==> src/rtl/reg_hilo_file.sv <==
// reg_hilo_file: architectural GPR file (32 x DATA_W) plus the HI/LO pair.
// WB writes commit on the rising clk edge. ID gets two combinational GPR
// read ports and EX gets the current HI/LO values.
// Optional feature: define REGFILE_WB_BYPASS_EN to forward same-cycle WB
// write data to the read outputs. Without it, reads return stored state only.
// rst is asynchronous and active-low. While it is low, all state clears and
// every read output is forced to zero.
module reg_hilo_file #(
    parameter int DATA_W = 32,
    parameter int ADDR_W = 5
) (
    input  logic              clk,
    input  logic              rst,
    input  logic              write_reg_en,
    input  logic [ADDR_W-1:0] write_reg_addr,
    input  logic [DATA_W-1:0] write_reg_data,
    input  logic              write_hilo_en,
    input  logic [DATA_W-1:0] write_hi_data,
    input  logic [DATA_W-1:0] write_lo_data,
    input  logic              read_en_1,
    input  logic [ADDR_W-1:0] read_addr_1,
    output logic [DATA_W-1:0] read_data_1,
    input  logic              read_en_2,
    input  logic [ADDR_W-1:0] read_addr_2,
    output logic [DATA_W-1:0] read_data_2,
    output logic [DATA_W-1:0] hi_data,
    output logic [DATA_W-1:0] lo_data
);

    localparam int DEPTH = 1 << ADDR_W;

    logic [DATA_W-1:0] gpr [DEPTH];
    logic [DATA_W-1:0] hi_q;
    logic [DATA_W-1:0] lo_q;

    // A GPR write to address 0 is dropped, so GPR[0] holds zero from reset onward.
    wire gpr_wr = write_reg_en && (write_reg_addr != '0);

    // GPR storage: clear everything on reset, then take one WB write per edge.
    always_ff @(posedge clk or negedge rst) begin
        if (!rst) begin
            // NOTE: the whole array is cleared on reset because software
            // expects every GPR to read 0 after reset. This rules out a plain
            // RAM macro; the array is built from flops.
            for (int i = 0; i < DEPTH; i++) begin
                gpr[i] <= '0;
            end
        end else if (gpr_wr) begin
            // NOTE: state is updated with non-blocking assignments, so every
            // reader in this time step sees the value from before the edge.
            gpr[write_reg_addr] <= write_reg_data;
        end
    end

    // HI/LO pair: both halves are always written together.
    always_ff @(posedge clk or negedge rst) begin
        if (!rst) begin
            hi_q <= '0;
            lo_q <= '0;
        end else if (write_hilo_en) begin
            hi_q <= write_hi_data;
            lo_q <= write_lo_data;
        end
    end

    // Shared read-port rule: reset and address 0 force zero, then bypass, then storage.
    function automatic logic [DATA_W-1:0] gpr_read(input logic              en,
                                                   input logic [ADDR_W-1:0] addr);
        logic [DATA_W-1:0] val;
        val = '0;
        if (rst && en && (addr != '0)) begin
            val = gpr[addr];
`ifdef REGFILE_WB_BYPASS_EN
            if (gpr_wr && (write_reg_addr == addr)) begin
                val = write_reg_data;
            end
`endif
        end
        return val;
    endfunction

    // Read port 1 (ID).
    always_comb begin
        read_data_1 = gpr_read(read_en_1, read_addr_1);
    end

    // Read port 2 (ID).
    always_comb begin
        read_data_2 = gpr_read(read_en_2, read_addr_2);
    end

    // HI/LO read port (EX): forced to zero in reset, with optional same-cycle forwarding.
    always_comb begin
        // NOTE: each output gets a default first, so no path through this
        // block can leave it unassigned and infer a latch.
        hi_data = '0;
        lo_data = '0;
        if (rst) begin
            hi_data = hi_q;
            lo_data = lo_q;
`ifdef REGFILE_WB_BYPASS_EN
            if (write_hilo_en) begin
                hi_data = write_hi_data;
                lo_data = write_lo_data;
            end
`endif
        end
    end

endmodule

==> config.mk <==
export PLATFORM = sky130hd
export DESIGN_NAME = reg_hilo_file
export DESIGN_NICKNAME = d
export VERILOG_FILES = /design/src/rtl/reg_hilo_file.sv
export SDC_FILE = /design/constraint.sdc
export NUM_CORES = 2
export LEC_CHECK = 0
export CAP_MARGIN = 20
export CORE_ASPECT_RATIO = 1.2
export CORE_MARGIN = 1.5
export CORE_UTILIZATION = 55
export DETAILED_ROUTE_END_ITERATION = 6
export PLACE_DENSITY = 0.73
export SYNTH_ARGS = -nofsm -noshare
export SYNTH_HDL_FRONTEND = slang
export SYNTH_SLANG_ARGS = --single-unit
==> constraint.sdc <==
create_clock -name clk -period 4.2 [get_ports clk]
set_clock_uncertainty 0.05 [all_clocks]
set_input_delay 1.05 -clock clk [delete_from_list [all_inputs] [get_ports clk]]
set_output_delay 1.05 -clock clk [all_outputs]
set_load 0.01 [all_outputs]
Word-level counts from Yosys, hierarchy flattened

Cells that the tools add are included.

Muxes and demuxes: 13
Bitwise gates (word level): 3
Reduce and logical (&&, ||, !) cells: 9
Magnitude comparators: 4

Operator list:

| cell               | number |
|---|---|
| $bwmux 1024        | 1 |
| $bmux 32 s5        | 2 |
| $mux 32            | 9 |
| $demux 32 s5       | 1 |
| $ge 6x6->1 const B | 3 |
| $not 5->6          | 3 |
| $reduce_bool 5->1  | 3 |
| $logic_and 1x1->1  | 6 |
| $lt 6x1->1 const B | 1 |

Register bits after elaboration: 1,088
Output and inout port bits: 128
Logic and storage cells: 63
Input port bits: 117

Logic depth before layout (Yosys ltp)

Word-level depth: 6
Mapped depth: 9
Depth with buffers taken out: 4

Worst setup path after synthesis

No wires, ideal clock.

Path type: in2out
Start: in read_addr_1[0]
End: out read_data_1[12]
Path buffers: 4
Stages: 7
Arrival time: 2.625 ns
Data required time: 3.100 ns
Setup slack: 0.475 ns
Cells stage by stage: buf_6 -> buf_6 -> buf_6 -> buf_2 -> mux4_2 -> a211oi_1 -> nor3_1

Cells in the longest elaborated chain, start to end: 5
Elaborated cells on any way between the ends: 7
Those cells by class: mux (4); bitwise (1); reduce/logical (2)

Ends and longest elaborated chain:

| item                                       | RTL line | text |
|---|---|---|
| start: declaration                         | 21       | `input logic [ADDR_W-1:0] read_addr_1,` |
| $not 5->6 (not written as such)            | 72       | `val = gpr[addr];` |
| $bmux 32 s5                                | 72       |  |
| $mux 32 (not written as such) (2 in a row) | 72       |  |
| $mux 32 *                                  | 71       | `if (rst && en && (addr != '0)) begin` |
| end: declaration                           | 22       | `output logic [DATA_W-1:0] read_data_1,` |

Every way passes the cells marked *; elsewhere a longest branch is shown, timed or not. The select of a mux whose other input is x is not followed.

Final worst setup path

Start: in read_addr_1[0]
End: out read_data_1[3]

The elaborated chain is that of the path after synthesis.

==> run metrics <==
status finished with violations; failing checks negative setup slack; first-pass GRT wire length 283 mm; syn_nets 3,973; share of cells above drive strength 1 0.556; RSZ-0062 raised after global routing yes; core region area 103,000 um^2; # port buffers 244; async set or reset register ratio after synthesis 1.00; Nets 4,387; Fillers 6,867; Area Overhead vs Synth 23.2%; DRC 0; Worst-path clk slew 0.06 ns; fmax 0.233 GHz; CTS tree built; Final period util 1.02; Die ar. 106,000 um^2; wire length per cell 33.8 um; vias 39,800; R2R setup slack 3.32 ns; initial antenna violation count 10; Rel. slew slack 0.224; vias in the first global route 40,700; Slew Viols, Final 0; Reg2Reg Depth 1; # hold bufs at CTS 0; setup_tns -0.325 ns; number of synthesized flops with an enable pin 0; Site Rows 129; I/O pin cnt 245; crit path DAT 3.19 ns; Post-Syn Instances 3,856; register area share after synthesis 0.476; total grt overflow 0; hpwl dp 121 mm; final hold violation count 0; # setup viols final 8; crit start category input pin; DP Worst Slack -1.32 ns; clock latency on the worst-skew pair 0.72 ns; Post-DRT Antenna Nets 0; RePlAce Congestion 0.904; H-tree level count 3; die height 356 um; Max-Cap Viols 0; vias per cell 6.94; Post-synth top flop dfrtp_1; Post-Route WL 194 mm; All-Layer GR Usage 0.366; Setup CP Type in -> out; die span in x 297 um; deepest clock path buffer count 3; Syn Area/Cell 14.8 um^2; crit-path max FO 7; largest net degree at the start of global routing 171; drt first-iter violations 4,279; Worst R2R Start gpr[510]$_DFFE_PN0P_; P_leak 30.7 nW; Peak VDD IR 0.297 mV; yosys warns 0; FF+latch count, synth 1,088; PnR worst setup slack -0.0897 ns; Critical R2R Capture gpr[510]$_DFFE_PN0P_; First-pass DRT Iterations 6; Crit path required time 3.10 ns; HP Class in -> async; post-synth cell types 43; actual slew at the worst max-slew pin 1.16 ns; Root Driver clkbuf_16; synthesized cell area 57,200 um^2; CTS Buf Count 110; Clock Sink Count 1,088; Final Critical Period 4.29 ns; initial core utilization 0.555; total power per unit cell area 447 nW/um^2; CP endpoint kind primary output
==> layer usage <==
metal  routed length (um)  part of all wire  GRT usage  vias up
li1                     -                 -          -    15700
met3                20800              0.11     0.0948      651
met5                   65           0.00034          0        -
met4                11200             0.058      0.180       10
met2                89600              0.46      0.569     2402
met1                72300              0.37      0.481    21100
==> worst max-delay path by stage <==
stage	slack, ns	endpoint	startpoint	depth (start not counted)
floorplan	0.47	read_data_1[12]	read_addr_1[0]	7
global placement	-1.22	read_data_1[6]	read_addr_1[3]	9
detailed placement	-1.32	read_data_1[6]	read_addr_1[3]	9
CTS	-0.22	read_data_1[16]	read_addr_1[0]	9
global route	-0.1	read_data_1[25]	read_addr_1[0]	10
finish	-0.09	read_data_1[3]	read_addr_1[0]	11
==> cell usage after synthesis (12+ instances only) <==
master / instances / area (um^2)
mux2i_1: 223 / 2230
mux2_2: 1107 / 12500
mux4_2: 406 / 9140
a31oi_1: 19 / 119
a211oi_1: 29 / 218
o22ai_1: 35 / 219
dfrtp_1: 1088 / 27200
and2_1: 68 / 425
o21ai_0: 12 / 60.1
nand3_1: 12 / 60.1
a2111oi_2: 20 / 300
nor2b_1: 19 / 119
buf_2: 104 / 521
buf_6: 20 / 225
nor3_1: 29 / 145
a21oi_1: 64 / 320
o221ai_1: 29 / 254
a22o_1: 48 / 420
a221o_1: 18 / 180
nor2_1: 19 / 71.3
a221oi_1: 27 / 236
buf_1: 51 / 191
clkbuf_1: 229 / 860
a22oi_1: 45 / 338
buf_4: 35 / 263
nand2_1: 51 / 191
==> metrics by stage <==
stage                     cell area (um^2)  hold slack, ns  power (mW)  instances   util
after detailed placement             63900           0.334        20.4       5444  0.619
final                                70400           0.312        31.5       5740  0.683
after CTS                            69600           0.294        31.3       5710  0.675
after global placement               63900           0.328        20.1       5443  0.619
after floorplan                      57200           0.391        17.9       3856      -
after global routing                 70400           0.315        32.6       5738  0.683
==> power breakdown <==
group          total (mW)  internal (mW)  switching [mW]
sequential           13.9           12.4            1.49
combinational        6.92           4.08            2.84
clock                10.6           6.28            4.35
total                31.5           22.8            8.68
==> critical path: stages <==
cell and delay, ns:
buf_16 0.15, buf_6 0.12, buf_12 0.11, buf_4 0.12, buf_4 0.12, mux4_2 0.56, a22o_1 0.28, a211oi_2 0.23
nor3_2 0.13, buf_4 0.17, buf_4 0.13
==> repair_timing <==
item,in CTS,in global routing
gates resized for setup,318,106
pin swaps,72,59
endpoints found under the setup margin,64,46
gates cloned,11,3
setup buffers,56,17
==> flip-flops by register name, indices dropped and copies added, names as in the netlist <==
signal  flops
gpr      1024
hi_q       32
lo_q       32
==> area by class of cell <==
type,instances,area [um^2],share of cell area
multi-input cells,2326,29300,0.416
flip-flops and latches,1088,27200,0.387
repair buffers,741,8300,0.118
clock buffers,158,3290,0.0467
well taps,1375,1720,0.0244
clock inverters,45,613,0.00870
inverters,3,11.3,0.000160
diodes,4,10.0,0.000142
==> cell usage in the layout, fill, tap and decap left out, types with 17 or more instances in the layout <==
master,instances
dfrtp_1,1088
o22ai_1,28
buf_6,43
nand2_1,35
buf_4,315
clkbuf_16,122
o221ai_1,22
clkdlybuf4s50_1,167
mux2i_1,219
clkinv_2,21
buf_12,109
dlygate4sd2_1,22
mux4_2,406
a211oi_2,21
a221o_1,18
clkbuf_8,27
a21oi_2,17
buf_16,21
a221oi_1,18
a22oi_1,45
a22o_1,43
and2_1,67
a21oi_1,47
a2111oi_4,28
mux2_2,1104
clkbuf_1,17
==> cells by family after synthesis <==
family / Yosys count / synth area share
muxes: 1742 / 0.418
DFF: 1088 / 0.476
buffers and inverters: 442 / 0.0362
AOI/OAI and AO/OA: 361 / 0.0491
and+or+nand+nor: 223 / 0.0207
(Power assumes the default switching activity.)
